$ cat src/rtl/mem_port.sv
// mem_port: single-outstanding memory access sequencer between the core control FSM and a
// simple req/ack memory. It accepts one fetch, load or store strobe while idle. It holds the
// request stable until the memory acks or the wait counter times out, then pulses done.
//
// Ports:
//   clk, reset                   clock, asynchronous active-high reset
//   fetch_req/load_req/store_req one-cycle request strobes (priority fetch > store > load)
//   pc, daddr, wdata             fetch address, load/store address, store data
//   mem_req, mem_we, mem_addr,
//   mem_wdata                    memory request channel, stable while mem_req is high
//   mem_ack, mem_rdata           memory completion and read data
//   ir, inst                     instruction register and its decoded opcode/funct
//   mdr                          load result register
//   stall, done, err             busy indication, completion pulse, sticky timeout flag
module mem_port #(
  parameter int unsigned TIMEOUT = 255
) (
  input  logic        clk,
  input  logic        reset,
  input  logic        fetch_req,
  input  logic        load_req,
  input  logic        store_req,
  input  logic [31:0] pc,
  input  logic [31:0] daddr,
  input  logic [31:0] wdata,
  output logic        mem_req,
  output logic        mem_we,
  output logic [31:0] mem_addr,
  output logic [31:0] mem_wdata,
  input  logic        mem_ack,
  input  logic [31:0] mem_rdata,
  output logic [31:0] ir,
  output logic [5:0]  inst,
  output logic [31:0] mdr,
  output logic        stall,
  output logic        done,
  output logic        err
);

  typedef enum logic [1:0] {StIdle, StAccess, StDone} state_t;
  typedef enum logic [1:0] {KindFetch, KindLoad, KindStore} kind_t;

  // Counter value at which one more ack-less cycle means the access has timed out.
  localparam logic [7:0] CntLast = 8'(TIMEOUT - 1);

  state_t      state_q, state_d;
  kind_t       kind_q, kind_d;
  logic [31:0] addr_q, addr_d;
  logic [31:0] wdata_q, wdata_d;
  logic [7:0]  cnt_q, cnt_d;
  logic [31:0] ir_q, ir_d;
  logic [31:0] mdr_q, mdr_d;
  logic        err_q, err_d;
  logic        any_req;

  assign any_req = fetch_req | load_req | store_req;

  always_comb begin
    state_d = state_q;
    kind_d  = kind_q;
    addr_d  = addr_q;
    wdata_d = wdata_q;
    cnt_d   = cnt_q;
    ir_d    = ir_q;
    mdr_d   = mdr_q;
    err_d   = err_q;
    unique case (state_q)
      StIdle: begin
        if (any_req) begin
          state_d = StAccess;
          cnt_d   = 8'd0;
          if (fetch_req) begin
            kind_d  = KindFetch;
            addr_d  = pc;
            wdata_d = 32'd0;
          end else if (store_req) begin
            kind_d  = KindStore;
            addr_d  = daddr;
            wdata_d = wdata;
          end else begin
            kind_d  = KindLoad;
            addr_d  = daddr;
            wdata_d = 32'd0;
          end
        end
      end
      StAccess: begin
        if (mem_ack) begin
          // An ack in the final counted cycle still completes the access normally.
          if (kind_q == KindFetch) ir_d = mem_rdata;
          if (kind_q == KindLoad)  mdr_d = mem_rdata;
          state_d = StDone;
        end else begin
          cnt_d = cnt_q + 8'd1;
          if (cnt_q == CntLast) begin
            err_d   = 1'b1;
            state_d = StDone;
          end
        end
      end
      StDone:  state_d = StIdle;
      default: state_d = StIdle;
    endcase
  end

  always_ff @(posedge clk or posedge reset) begin
    if (reset) begin
      state_q <= StIdle;
      kind_q  <= KindFetch;
      addr_q  <= 32'd0;
      wdata_q <= 32'd0;
      cnt_q   <= 8'd0;
      ir_q    <= 32'd0;
      mdr_q   <= 32'd0;
      err_q   <= 1'b0;
    end else begin
      state_q <= state_d;
      kind_q  <= kind_d;
      addr_q  <= addr_d;
      wdata_q <= wdata_d;
      cnt_q   <= cnt_d;
      ir_q    <= ir_d;
      mdr_q   <= mdr_d;
      err_q   <= err_d;
    end
  end

  assign mem_req   = (state_q == StAccess);
  assign mem_we    = mem_req & (kind_q == KindStore);
  assign mem_addr  = addr_q;
  assign mem_wdata = wdata_q;
  assign ir        = ir_q;
  assign mdr       = mdr_q;
  assign err       = err_q;
  assign done      = (state_q == StDone);
  // Strobes must not raise stall while reset is holding the block idle.
  assign stall     = mem_req | ((state_q == StIdle) & any_req & ~reset);
  assign inst      = (ir_q[31:26] != 6'd0) ? ir_q[31:26] : ir_q[5:0];

endmodule

$ cat config.mk
export PLATFORM = sky130hd
export DESIGN_NAME = mem_port
export DESIGN_NICKNAME = d
export VERILOG_FILES = /design/src/rtl/mem_port.sv
export SDC_FILE = /design/constraint.sdc
export NUM_CORES = 1
export LEC_CHECK = 0
export BUFFER_PORTS_ARGS = -buffer_cell sky130_fd_sc_hd__buf_2
export CAP_MARGIN = 20
export CORE_ASPECT_RATIO = 1.1
export CORE_UTILIZATION = 44
export CTS_BUF_LIST = sky130_fd_sc_hd__clkbuf_4
export CTS_CLUSTER_DIAMETER = 60
export CTS_CLUSTER_SIZE = 25
export DETAILED_ROUTE_END_ITERATION = 10
export PLACE_DENSITY = 0.74
export SYNTH_ARGS = -nofsm -noshare
export SYNTH_HDL_FRONTEND = slang
export SYNTH_SLANG_ARGS = --single-unit
$ cat constraint.sdc
create_clock -name clk -period 9.2 [get_ports clk]
set_input_delay 0.92 -clock clk [delete_from_list [all_inputs] [get_ports clk]]
set_output_delay 0.92 -clock clk [all_outputs]
set_load 0.1 [all_outputs]
==> metrics.log, run 1 <==
INFO  metric synth_async_reset_ratio = 1.00
INFO  metric first_global_vias = 4,430
INFO  metric grt_pass1_wl = 22.3 mm
INFO  metric post_cts_buffers = 0
INFO  metric final_util = 0.590
INFO  metric dpl-instance-area = 7230 um2
INFO  metric cts_resized = 0
INFO  metric worstHoldStart = ir[12]
INFO  metric drive_gt1_frac = 0.534
INFO  metric cp.arrival = 2.59 ns
INFO  metric worst_setup_path_startpoint = ir[28]
INFO  metric holdBufCountCts = 0
INFO  metric required = 8.28 ns
INFO  metric synth.distinct_cells = 37
INFO  metric finalNetCount = 832
INFO  metric timing.setup.critical_path_class = reg2out
INFO  metric grt.overflow.total = 0
INFO  metric post_synth_edffs = 0
INFO  metric initialDrtViolationCount = 232
INFO  metric tritoncts = done
INFO  metric wl_per_cell = 16.0 um
INFO  metric worstSkewPairLatency = 0.50 ns
INFO  metric design.die.area = 13,500 um2
INFO  metric worst_setup_path_end_kind = output port
INFO  metric cts-root-to-sink-buffers = 2
INFO  metric design.core.area = 12,600 um2
INFO  metric setup_total_negative_slack = 0 ns
INFO  metric min-delay-path-class = reg2reg
INFO  metric post_synth_most_frequent_cells = 141 x sky130_fd_sc_hd__dfrtp_1, 68 x sky130_fd_sc_hd__o21ai_0, 62 x sky130_fd_sc_hd__mux2_2
INFO  metric fin_worst_skew = 0.0160 ns
INFO  metric rsz0062_at_grt = no
INFO  metric synth_top_area_share = 0.617
INFO  metric place.gp.congestion = 0.779
INFO  metric synth_warnings = 0
INFO  metric most_common_cell_in_the_netlist = sky130_fd_sc_hd__dfrtp_1
INFO  metric cts.reportedPaths.clkPinSlew = 0.11 ns
INFO  metric detailedRoute.firstPassIterationCount = 4
INFO  metric initial_utilization = 0.452
INFO  metric postLayoutCellArea = 7460 um2
INFO  metric timing.critical_path.fanout_max = 6
INFO  metric initial_antenna_violation_count = 2
INFO  metric cts_made_buffers = 17
INFO  metric maximum_number_of_pins_on_one_net_before_global_route_repair = 80
INFO  metric run_status = finished, final reports clean
INFO  metric timing_worst_slew_pin_value = 0.789 ns
INFO  metric htree_levels = 4
INFO  metric final_wirelength = 13.8 mm
INFO  metric worstPathCellList = or4_1 > nor3_1 > a21o_1 > buf_2
INFO  metric final.period_utilization = 0.382
INFO  metric finalSetupViolCount = 0
INFO  metric setup.worst_path.start_class = register
INFO  metric route.detailed.vias_per_inst = 5.18
INFO  metric cts-root-buf = sky130_fd_sc_hd__clkbuf_4
INFO  metric final.fill_count = 1,047
INFO  metric slew-limit-headroom = 0.474
INFO  metric number_of_slew_limit_violations_in_the_final_report = 0
INFO  metric die_width = 111 um
INFO  metric timing.fmax = 285 MHz
INFO  metric io_pins = 273
INFO  metric timing.critical_path.buf_inv = 1
INFO  metric num_rows = 43
INFO  metric synthesis.instances = 425
INFO  metric placement.io_buffers = 272
INFO  metric final.min_clock_period = 3.51 ns
INFO  metric synth.area.top_cells = sky130_fd_sc_hd__dfrtp_1 62%, sky130_fd_sc_hd__mux2_2 12%, sky130_fd_sc_hd__o21ai_0 5.9%
INFO  metric num_vias = 4,478
INFO  metric final-hold-violation-count = 0
INFO  metric drt.antenna.violating_nets = 0
INFO  metric die_y = 122 um
INFO  metric netlist_area = 5720 um2
INFO  metric rr_startpoint = state_q[1]
INFO  metric tritoncts_num_sinks = 141
INFO  metric synth_ff_type = sky130_fd_sc_hd__dfrtp_1
INFO  metric postSynthNetCount = 561
INFO  metric dp.final_hpwl = 10.1 mm
INFO  metric crit_slowest_cell = sky130_fd_sc_hd__or4_1
INFO  metric syn-mean-instance-area = 13.5 um2
INFO  metric synth_area_leader_cell = sky130_fd_sc_hd__dfrtp_1
INFO  metric areaGrowthSynthToFinish = 30.5%
INFO  metric overall_global_routing_resource_usage = 0.210
INFO  metric synth-seq-cells = 141
INFO  metric cp_slowest_stage_delay = 0.53 ns
INFO  metric drc = 0
INFO  metric max-cap-violations = 0
INFO  metric critical-path-top-delay-family = simple AND/OR/NAND/NOR gates
INFO  metric yosysSeqAreaShare = 0.617
## cell usage in the layout (no fill, tap or decap), types with 2 or more instances in the layout
master / instances
sky130_fd_sc_hd__a21o_1: 8
sky130_fd_sc_hd__a21oi_1: 6
sky130_fd_sc_hd__a22o_1: 32
sky130_fd_sc_hd__buf_2: 272
sky130_fd_sc_hd__buf_4: 7
sky130_fd_sc_hd__clkbuf_4: 20
sky130_fd_sc_hd__clkinv_2: 5
sky130_fd_sc_hd__clkinvlp_4: 3
sky130_fd_sc_hd__dfrtp_1: 141
sky130_fd_sc_hd__diode_2: 2
sky130_fd_sc_hd__ha_1: 2
sky130_fd_sc_hd__inv_1: 4
sky130_fd_sc_hd__mux2_1: 2
sky130_fd_sc_hd__mux2_2: 62
sky130_fd_sc_hd__mux2i_1: 33
sky130_fd_sc_hd__nand2_1: 4
sky130_fd_sc_hd__nor2_1: 4
sky130_fd_sc_hd__nor3_1: 2
sky130_fd_sc_hd__o21ai_0: 68
sky130_fd_sc_hd__o21ai_1: 2
sky130_fd_sc_hd__o31ai_1: 2
sky130_fd_sc_hd__or3_1: 2
sky130_fd_sc_hd__or4_1: 3
## routing by layer
| metal | GRT usage | vias up | wire, um |
|---|---|---|---|
| li1 | - | 2102 | - |
| met1 | 0.265 | 2162 | 5790 |
| met2 | 0.347 | 194 | 6910 |
| met3 | 0.0532 | 20 | 829 |
| met4 | 0.0892 | 0 | 293 |
| met5 | 0 | - | 0 |
## per-stage QoR
stage	instances	hold slack [ns]	worst slack (ns)
floorplan	425	0.443	4.50
global placement	833	0.461	5.91
detailed placement	833	0.471	5.87
CTS	862	0.498	5.61
global route	864	0.527	5.53
finish	865	0.493	5.69
## cells by family (layout without fill, tap and decap cells)
family | Yosys count | after routing | synth area share
flops | 141 | 141 | 0.617
compound gates | 122 | 122 | 0.133
mux | 97 | 97 | 0.184
buf+inv | 33 | 314 | 0.0258
simple gates | 29 | 29 | 0.0346
fa+ha+maj | 2 | 2 | 0.00437
xor+xnor | 1 | 1 | 0.00153
other cells | 0 | 2 | 0
## cell type report
cell class	instances	area, um2	share of cell area
flip-flops and latches	141	3530	0.473
diodes	2	5.00	0.000671
inverters	5	23.8	0.00319
repair buffers	280	1440	0.193
clock buffers	20	150	0.0201
multi-input cells	251	2070	0.277
clock inverters	9	51.3	0.00687
well taps	157	196	0.0263
## path summary, 6_finish.rpt
path	endpoint	cells after the start	slack, ns
worst min register to register	ir[12]	1	0.49
max in group asynchronous	mem_wdata[2]	3	7.37
worst min-delay path	ir[12]	1	0.49
worst max register to register	mdr[14]	5	7.03
min in group asynchronous	ir[13]	2	0.55
worst max-delay path	inst[5]	4	5.69
## state kept, by name, summed over array words and instances, names as in the netlist
name and count:
cnt_q 8, err 1, ir 32, kind_q 2, mdr 32, mem_addr 32
mem_wdata 32, state_q 2
Power of run 1 is left out: the tool's default activity adds up to more than one toggle a clock period on the data nets, which glitch-free logic cannot reach.
==> run 2: changes to the inputs <==
Clock period 9.2 ns to 3.59 ns, I/O delays scaled along.
==> run 2 against run 1 <==
  * Sequential cell count unchanged
  * Global-route usage up 0.32 points
  * Hold slack worse by 0.45 ns
  * Clock-buffer cell count down 2
  * Final area up 4.8%
  * Sequential share of layout area down 2.2 points
  * Clock skew down 0.0032 ns
  * Die area unchanged
  * Routed wire length up 3.2%
  * Critical path depth unchanged
  * Non-clock buffer count up 27
  * Largest cell class unchanged
==> metrics.log, run 2 (synthesis results as in run 1) <==
INFO  metric run_status = finished, final reports clean
INFO  metric layout_commonest_cell = sky130_fd_sc_hd__buf_2
INFO  metric number_of_slew_limit_violations_in_the_final_report = 0
INFO  metric place.gp.congestion = 0.740
INFO  metric dp.final_hpwl = 10.0 mm
INFO  metric min-delay-path-class = in2reg
INFO  metric finalNetCount = 859
INFO  metric final.min_clock_period = 2.98 ns
INFO  metric initial_utilization = 0.452
INFO  metric final_wirelength = 14.3 mm
INFO  metric drive_gt1_frac = 0.515
INFO  metric timing.fmax = 335 MHz
INFO  metric layout.area.seq = 3530 um2
INFO  metric final-hold-violation-count = 0
INFO  metric area_of_the_multi_input_gates = 2070 um2
INFO  metric layout_common_cells = 272 x sky130_fd_sc_hd__buf_2, 141 x sky130_fd_sc_hd__dfrtp_1, 68 x sky130_fd_sc_hd__o21ai_0
INFO  metric cts_resized = 0
INFO  metric final.period_utilization = 0.831
INFO  metric timing_worst_slew_pin_value = 0.914 ns
INFO  metric drt.antenna.violating_nets = 0
INFO  metric cts-root-buf = sky130_fd_sc_hd__clkbuf_4
INFO  metric cts.reportedPaths.clkPinSlew = 0.12 ns
INFO  metric htree_levels = 4
INFO  metric final.fill_count = 1,025
INFO  metric fin_worst_skew = 0.0128 ns
INFO  metric grt.overflow.total = 0
INFO  metric die_width = 111 um
INFO  metric num_rows = 43
INFO  metric overall_global_routing_resource_usage = 0.214
INFO  metric max-cap-violations = 0
INFO  metric initial_antenna_violation_count = 1
INFO  metric worstSkewPairLatency = 0.53 ns
INFO  metric timing.setup.critical_path_class = reg2out
INFO  metric setup_total_negative_slack = 0 ns
INFO  metric io_pins = 273
INFO  metric timing.reg2reg.setup_slack = 1.69 ns
INFO  metric num_vias = 4,678
INFO  metric tritoncts = done
INFO  metric worst_setup_path_end_kind = output port
INFO  metric tritoncts_num_sinks = 141
INFO  metric areaGrowthSynthToFinish = 36.7%
INFO  metric holdBufCountCts = 15
INFO  metric placement.io_buffers = 272
INFO  metric slew-limit-headroom = 0.388
INFO  metric maximum_number_of_pins_on_one_net_before_global_route_repair = 92
INFO  metric finalSetupViolCount = 0
INFO  metric drc = 0
INFO  metric die_y = 122 um
INFO  metric design.core.area = 12,600 um2
INFO  metric rsz0062_at_grt = no
INFO  metric setup.worst_path.start_class = register
INFO  metric cts_made_buffers = 17
INFO  metric wl_per_cell = 16.0 um
INFO  metric first_global_vias = 4,513
INFO  metric detailedRoute.firstPassIterationCount = 4
INFO  metric grt_pass1_wl = 22.5 mm
INFO  metric route.detailed.vias_per_inst = 5.24
INFO  metric timing.critical_path.fanout_max = 6
INFO  metric post_cts_buffers = 0
INFO  metric required = 3.23 ns
INFO  metric cts-root-to-sink-buffers = 2
INFO  metric design.die.area = 13,500 um2
INFO  metric initialDrtViolationCount = 244
INFO  metric cp.arrival = 2.62 ns
## run 2: cell types whose count changed in the layout (fill, tap and decap cells not counted), moves of 2 or more
cell                            delta
sky130_fd_sc_hd__dlygate4sd3_1    +26
sky130_fd_sc_hd__clkbuf_4          -2
sky130_fd_sc_hd__clkinv_2          -2
sky130_fd_sc_hd__bufinv_16         +3
## run 2: path summary, 6_finish.rpt
| check | startpoint | end | cells after the start |
|---|---|---|---|
| setup reg to reg | state_q[1] | ir[4] | 4 |
| max in group asynchronous | reset | mdr[2] | 4 |
| min in group asynchronous | reset | mem_addr[14] | 4 |
| hold / removal | wdata[16] | mem_wdata[16] | 2 |
| setup / recovery | ir[28] | inst[1] | 4 |
| hold reg to reg | ir[13] | ir[13] | 1 |
## run 2: routing by layer
metal	share of wire	GRT usage	wire (um)	vias to the layer above
met3	0.049	0.0547	704	21
met1	0.42	0.264	6050	2293
met2	0.51	0.365	7240	205
met4	0.019	0.0775	274	0
li1	-	-	-	2159
met5	0	0	0	-
## run 2: worst max-delay path, cell delays in order (launching register included)
cell                      delay, ns
sky130_fd_sc_hd__dfrtp_1       0.42
sky130_fd_sc_hd__or4_1         0.54
sky130_fd_sc_hd__nor3_1        0.51
sky130_fd_sc_hd__a21o_1        0.21
sky130_fd_sc_hd__buf_2         0.42
## run 2: area by class of cell
cell class	instances	share of cell area
Clock inverter	12	0.0187
Antenna cell	1	0.000320
Clock buffer	18	0.0173
Inverter	5	0.00288
Timing Repair Buffer	307	0.220
Tap cell	157	0.0251
Sequential cell	141	0.451
Multi-Input combinational cell	251	0.264
## run 2: metrics by stage
stage                     instance area (um2)  setup WS, ns  std cells  hold slack [ns]   util
final                                    7820         0.608        892           0.0455  0.619
after floorplan                          5720         0.201        425            0.443      -
after detailed placement                 7250          1.18        834            0.471  0.573
after CTS                                7680         0.561        879        0.0000134  0.607
after global routing                     7820         0.476        892         0.000166  0.619
after global placement                   7250          1.25        834            0.463  0.573
Power of run 2 is left out for the same reason.
